**src/rtl/bitwise_reduce_seq.sv**
```systemverilog
// bitwise_reduce_seq: folds a stream of WIDTH-bit operands into one
// AND/OR/XOR/NAND result per frame. Valid/ready on both sides; one frame
// in flight at a time. A frame closes on in_last or when MAX_OPS operands
// have been taken (out_err flags the forced close).
module bitwise_reduce_seq #(
  parameter  int WIDTH   = 8,
  parameter  int MAX_OPS = 16,
  localparam int CW      = $clog2(MAX_OPS + 1)
) (
  input  logic             clk,
  input  logic             rst,
  input  logic [1:0]       mode,
  input  logic [WIDTH-1:0] in_data,
  input  logic             in_valid,
  input  logic             in_last,
  output logic             in_ready,
  output logic [WIDTH-1:0] out_data,
  output logic [CW-1:0]    out_count,
  output logic             out_err,
  output logic             out_valid,
  input  logic             out_ready
);

  localparam logic [1:0] M_OR   = 2'b01;
  localparam logic [1:0] M_XOR  = 2'b10;
  localparam logic [1:0] M_NAND = 2'b11;

  typedef enum logic [1:0] {IDLE, ACC, HOLD} state_t;

  state_t           state;
  logic [WIDTH-1:0] acc;
  logic [CW-1:0]    count;
  logic [1:0]       mode_q;

  logic             accept;
  logic [CW-1:0]    count_inc;
  logic [WIDTH-1:0] acc_op;
  logic [WIDTH-1:0] first_res;
  logic [WIDTH-1:0] acc_res;

  // NAND folds like AND; the inversion is applied once to the final value.
  function automatic logic [WIDTH-1:0] fold(input logic [1:0] m,
                                            input logic [WIDTH-1:0] a,
                                            input logic [WIDTH-1:0] b);
    case (m)
      M_OR:    fold = a | b;
      M_XOR:   fold = a ^ b;
      default: fold = a & b;
    endcase
  endfunction

  assign in_ready  = !rst && (state != HOLD);
  assign accept    = in_valid && in_ready;
  assign count_inc = count + CW'(1);
  assign acc_op    = fold(mode_q, acc, in_data);
  // single-beat frames use the live mode, since mode_q is loaded on the same edge
  assign first_res = (mode   == M_NAND) ? ~in_data : in_data;
  assign acc_res   = (mode_q == M_NAND) ? ~acc_op  : acc_op;

  // Frame FSM: accumulate beats, load result registers on HOLD entry,
  // release the result on out_ready.
  always_ff @(posedge clk) begin
    if (rst) begin
      state     <= IDLE;
      acc       <= '0;
      count     <= '0;
      mode_q    <= 2'b00;
      out_data  <= '0;
      out_count <= '0;
      out_err   <= 1'b0;
      out_valid <= 1'b0;
    end else begin
      case (state)
        IDLE: begin
          if (accept) begin
            acc    <= in_data;
            count  <= CW'(1);
            mode_q <= mode;
            if (in_last || MAX_OPS == 1) begin
              state     <= HOLD;
              out_data  <= first_res;
              out_count <= CW'(1);
              // only reachable without in_last when MAX_OPS==1
              out_err   <= !in_last;
              out_valid <= 1'b1;
            end else begin
              state <= ACC;
            end
          end
        end
        ACC: begin
          if (accept) begin
            acc   <= acc_op;
            count <= count_inc;
            if (in_last || count_inc == CW'(MAX_OPS)) begin
              state     <= HOLD;
              out_data  <= acc_res;
              out_count <= count_inc;
              out_err   <= !in_last;
              out_valid <= 1'b1;
            end
          end
        end
        HOLD: begin
          if (out_ready) begin
            state     <= IDLE;
            out_valid <= 1'b0;
          end
        end
        default: state <= IDLE;
      endcase
    end
  end

endmodule

```
**config.mk**
```make
export PLATFORM = sky130hd
export DESIGN_NAME = bitwise_reduce_seq
export DESIGN_NICKNAME = d
export VERILOG_FILES = /design/src/rtl/bitwise_reduce_seq.sv
export SDC_FILE = /design/constraint.sdc
export NUM_CORES = 1
export LEC_CHECK = 0
export ABC_AREA = 0
export ABC_CLOCK_PERIOD_IN_PS = 3680
export CORE_ASPECT_RATIO = 1.25
export CORE_MARGIN = 2
export CORE_UTILIZATION = 58
export CTS_CLUSTER_SIZE = 25
export DETAILED_ROUTE_END_ITERATION = 12
export PLACE_DENSITY = 0.93
export SLEW_MARGIN = 20
export SYNTH_ARGS = -nofsm -noshare
export SYNTH_HDL_FRONTEND = slang
export SYNTH_SLANG_ARGS = --single-unit
```
**constraint.sdc**
```tcl
create_clock -name clk -period 3.68 [get_ports clk]
set_input_delay 0.92 -clock clk [delete_from_list [all_inputs] [get_ports clk]]
set_output_delay 0.92 -clock clk [all_outputs]
set_load 0.01 [all_outputs]
```
# Word-level counts from Yosys, hierarchy flattened
# Cells that the tools add are included.
op_classes:
  n_addsub: 1
  eq_ne: 13
  mux: 36
  bitwise_logic: 5
  n_reduce_logical: 13
op_table:
  columns: ["cell", "n"]
  rows:
  - ["$mux 8", 8]
  - ["$pmux 8 s2", 3]
  - ["$mux 5", 6]
  - ["$pmux 5 s2", 2]
  - ["$not 8->8", 2]
  - ["$ne 2x2->1 const B", 6]
  - ["$mux 2", 5]
  - ["$mux 1", 9]
  - ["$and 8x8->8", 1]
  - ["$eq 2x2->1 const B", 4]
  - ["$or 8x8->8", 1]
  - ["$xor 8x8->8", 1]
  - ["$pmux 2 s3", 1]
  - ["$reduce_and 6->1", 1]
  - ["$add 5x1->5 const B", 1]
  - ["$eq 5x5->1 const B", 1]
  - ["$reduce_and 5->1", 1]
  - ["$eq 2x1->1 const B", 2]
  - ["$reduce_and 4->1", 1]
  - ["$pmux 1 s3", 1]
  - ["$reduce_and 3->1", 1]
  - ["$reduce_bool 3->1", 1]
  - ["$logic_and 1x1->1", 2]
  - ["$logic_not 1->1", 2]
  - ["other kinds (5)", 5]
totals:
  register_bits: 32
  in_bits: 15
  output_inout_bits: 16
  wordCells: 76

# Logic depth before layout (Yosys ltp)
logic_depth:
  depth_word: 7
  ltp_mapped: 8
  mapped_depth_nobuf: 7

# Worst setup path before layout
# OpenSTA, ideal clock, no wires.
synth_timing:
  path_type: "input-to-output"
  from: "input rst"
  to: "output in_ready"
  arrival_ns: 1.234
  required_time_ns: 2.760
  setup_slack_ns: 1.526
  stages: 2
  path_buffers: 1
  path_cell_list: "buf_6 nor2_1"
synth_via:
  elab_chain_len: 2
synth_lines:
  columns: ["element", "line", "rtl"]
  rows:
  - ["from (decl)", "11", "input logic rst,"]
  - ["$logic_not 1->1", "52", "assign in_ready = !rst && (state != HOLD);"]
  - ["$logic_and 1x1->1", "52", null]
  - ["to (decl)", "16", "output logic in_ready,"]
# No other way between the ends.

# Final worst setup path
# Ends and elaborated chain as after synthesis.

==> results.cfg <==
[synth]
synth_compound_area_frac = 0.1951
syn_area_per_cell_um2 = 8.214
synth_top_family_by_area = simple AND/OR/NAND/NOR gates
seq_area_frac_synth = 0.3082
syn_area_um2 = 2078
synthCells = 253
yosysUniqueCellTypes = 35
ys_warn_count = 0
synth_simple_gate_area_frac = 0.2149
synth-xor-area-share = 0.08007
synth-edff-count = 0
ys_ff_latch = 32
synthAdderAreaFrac = 0.1204
synthFlopType = dfxtp_1
synth_nets = 288
synth_mux_area_frac = 0.009633
ys_async_sr_fraction = 0

[power_and_ir_drop]
p_int_w = 0.0006873
seq_power_share = 0.403
ir_drop_mv = 0.2870
powerDensity_nw_per_um2 = 373.3
clkPwrFrac = 0.400
p_comb_frac = 0.197
switching_power_w = 0.0002497
switching_share = 0.2664
p_leak_nw = 1.018

[timing]
timing.fmax_ghz = 0.3393
fin_skew_ps = 5.593
maxSlewHeadroom = 0.3129
hold_violations = 0
fin_ws_ps = 732.9
drv_slew = 0
period_share = 0.8008
setup-tns-final_ps = 0
grt_setup_unrepaired = no
hold_ws_ps = 459.2
setup_violations = 0
period_minus_slack_ps = 2947
tightestPinTransition_ps = 1031

[placed_design]
dp_hpwl_mm = 3.329
gp_congestion = 0.8277
port_buffers = 30
place_ws_ps = 728.4

[hold_path]
hold_class = reg -> reg
hp-start = out_count[1]$_SDFFE_PP0P_
hold_path_depth = 2

[run_status]
status = complete, no violations

[clock_tree]
cts_buffers = 5
cts-root-buf = clkbuf_8
cts_tree = built
clk_pin_slew_worst_paths_ps = 60
cts_resized = 0
clockBufferDepth = 2
clock_latency_ps = 290
cts.htree.levels = 2
post_cts_buffers = 0
hold_buffers = 0
clock_sinks = 32

[worst_setup_path]
reg2reg_from = mode_q[0]$_SDFFE_PP0P_
startpoint = rst
crit_type = in -> out
reg2reg_to = out_data[3]$_SDFFE_PP0P_
path_max_fanout = 2
worstPathRequired_ps = 2760
crit_end = in_ready
r2r_cells = 7
worstSetupEndpointType = primary output
start_kind = input port
r2r_slack_ps = 1620
cp.arrival_ps = 2030

[drt]
wire_per_inst_um = 15.66
vias = 1912
met1_length_mm = 1.976
drt-vias-per-instance = 6.013
wl_met3_um = 288
drtIter0Drc = 120
dr.max_layer_used = met4
drtPass1Iterations = 4
drc = 0
met2_length_mm = 2.550
ant_nets = 0
drt_wl_total_mm = 4.981

[final_layout]
fin_nets = 313
drive_gt1_frac = 0.05735
syn_to_final_growth_pct = 20.77
fillers = 246
antennaDiodeCount = 0

[floorplan]
die_h_um = 70.93
ios = 31
core.rowCount = 24
start_util = 0.6018
core_area_um2 = 3453
die_w_um = 57.54
die-area_um2 = 4081

[grt]
grt_max_degree = 35
grt_use_total = 0.2619
grt_pass1_vias = 1907
antenna_found_initial = 0
grt-ovfl-total = 0
grt_pass1_wl_mm = 8.342

[run]
cap_violations = 0
final cells by class:
type	instances	area, um^2	area share
clock buffer	7	96.34	0.03838
clock inverter	1	30.03	0.01196
inverter	20	75.07	0.02991
multi-input combinational	185	1289	0.5135
sequential	32	640.6	0.2552
tap	39	48.80	0.01944
timing repair buffer	34	330.3	0.1316
synth_stat cells, types with 2 or more instances:
| cell | instances | area share |
|---|---|---|
| a21o_1 | 2 | 0.0072 |
| a21oi_1 | 9 | 0.022 |
| a31oi_1 | 8 | 0.024 |
| buf_2 | 5 | 0.012 |
| clkbuf_1 | 9 | 0.016 |
| dfxtp_1 | 32 | 0.31 |
| ha_1 | 20 | 0.12 |
| inv_1 | 20 | 0.036 |
| mux2i_1 | 2 | 0.0096 |
| nand2_1 | 29 | 0.052 |
| nand2b_1 | 12 | 0.036 |
| nand3_1 | 4 | 0.0096 |
| nand3b_1 | 9 | 0.033 |
| nor2_1 | 8 | 0.014 |
| nor2b_1 | 12 | 0.036 |
| o21ai_0 | 13 | 0.031 |
| o21ai_1 | 8 | 0.019 |
| o221ai_1 | 8 | 0.034 |
| o31ai_1 | 9 | 0.033 |
| or3_1 | 2 | 0.0060 |
| xnor2_1 | 9 | 0.038 |
| xor2_1 | 10 | 0.042 |
cells in the final DEF (no fill, tap or decap), types with 7 or more instances in the layout:
master           Yosys  layout
inv_1               20      20
nand2_1             29      29
xnor2_1              9       9
clkdlybuf4s50_1      0      30
nand3b_1             9       9
nor2_1               8       8
o31ai_1              9       9
o21ai_0             13      13
a21oi_1              9       9
ha_1                20      20
nand2b_1            12      12
nor2b_1             12      12
o221ai_1             8       8
dfxtp_1             32      32
o21ai_1              8       8
clkbuf_8             0       7
a31oi_1              8       8
xor2_1              10      10
stage by stage:
stage / power [W] / instance area, um^2 / util / std cells
after floorplan: 0.0004996 / 2078 / - / 253
after global placement: 0.0005537 / 2384 / 0.6902 / 310
after detailed placement: 0.0005624 / 2384 / 0.6902 / 310
after CTS: 0.0009379 / 2510 / 0.7268 / 318
after global routing: 0.0009782 / 2510 / 0.7268 / 318
final: 0.0009370 / 2510 / 0.7268 / 318
sequential cells by signal (all words and copies together), names as in the netlist:
name and cells:
acc 8, out_data 8, count 5, out_count 5
mode_q 2, state 2, out_err 1, out_valid 1
critical path: stages:
cell	delay [ps]
clkdlybuf4s50_1	410
nor2_1	140
clkdlybuf4s50_1	550
metal layers:
layer	vias to the layer above	track usage
li1	919	-
met1	886	0.2920
met2	84	0.4520
met3	23	0.06764
met4	0	0.1318
met5	-	0
how the worst min path moves through the flow:
stage,endpoint
finish,out_count[1]$_SDFFE_PP0P_
CTS,out_count[1]$_SDFFE_PP0P_
detailed placement,out_count[1]$_SDFFE_PP0P_
floorplan,acc[0]$_SDFFE_PP0P_
global route,out_count[0]$_SDFFE_PP0P_
global placement,out_count[0]$_SDFFE_PP0P_
kinds of logic (layout without fill, tap and decap cells):
logic type	Yosys count	in the layout
and+or+nand+nor	83	83
muxes	2	2
buffers and inverters	36	62
AOI/OAI and AO/OA	61	61
adders and majority gates	20	20
DFF	32	32
xor gates and xnor gates	19	19
power by group through the flow:
stage | logic, W | clock network [W] | registers (W)
after floorplan | 0.000113 | 0 | 0.000386
after global placement | 0.000169 | 0 | 0.000384
after detailed placement | 0.000177 | 0 | 0.000385
after CTS | 0.000182 | 0.000379 | 0.000377
after global routing | 0.000203 | 0.000396 | 0.000379
final | 0.000185 | 0.000375 | 0.000377
No activity file was read; power rests on OpenSTA's default activity.
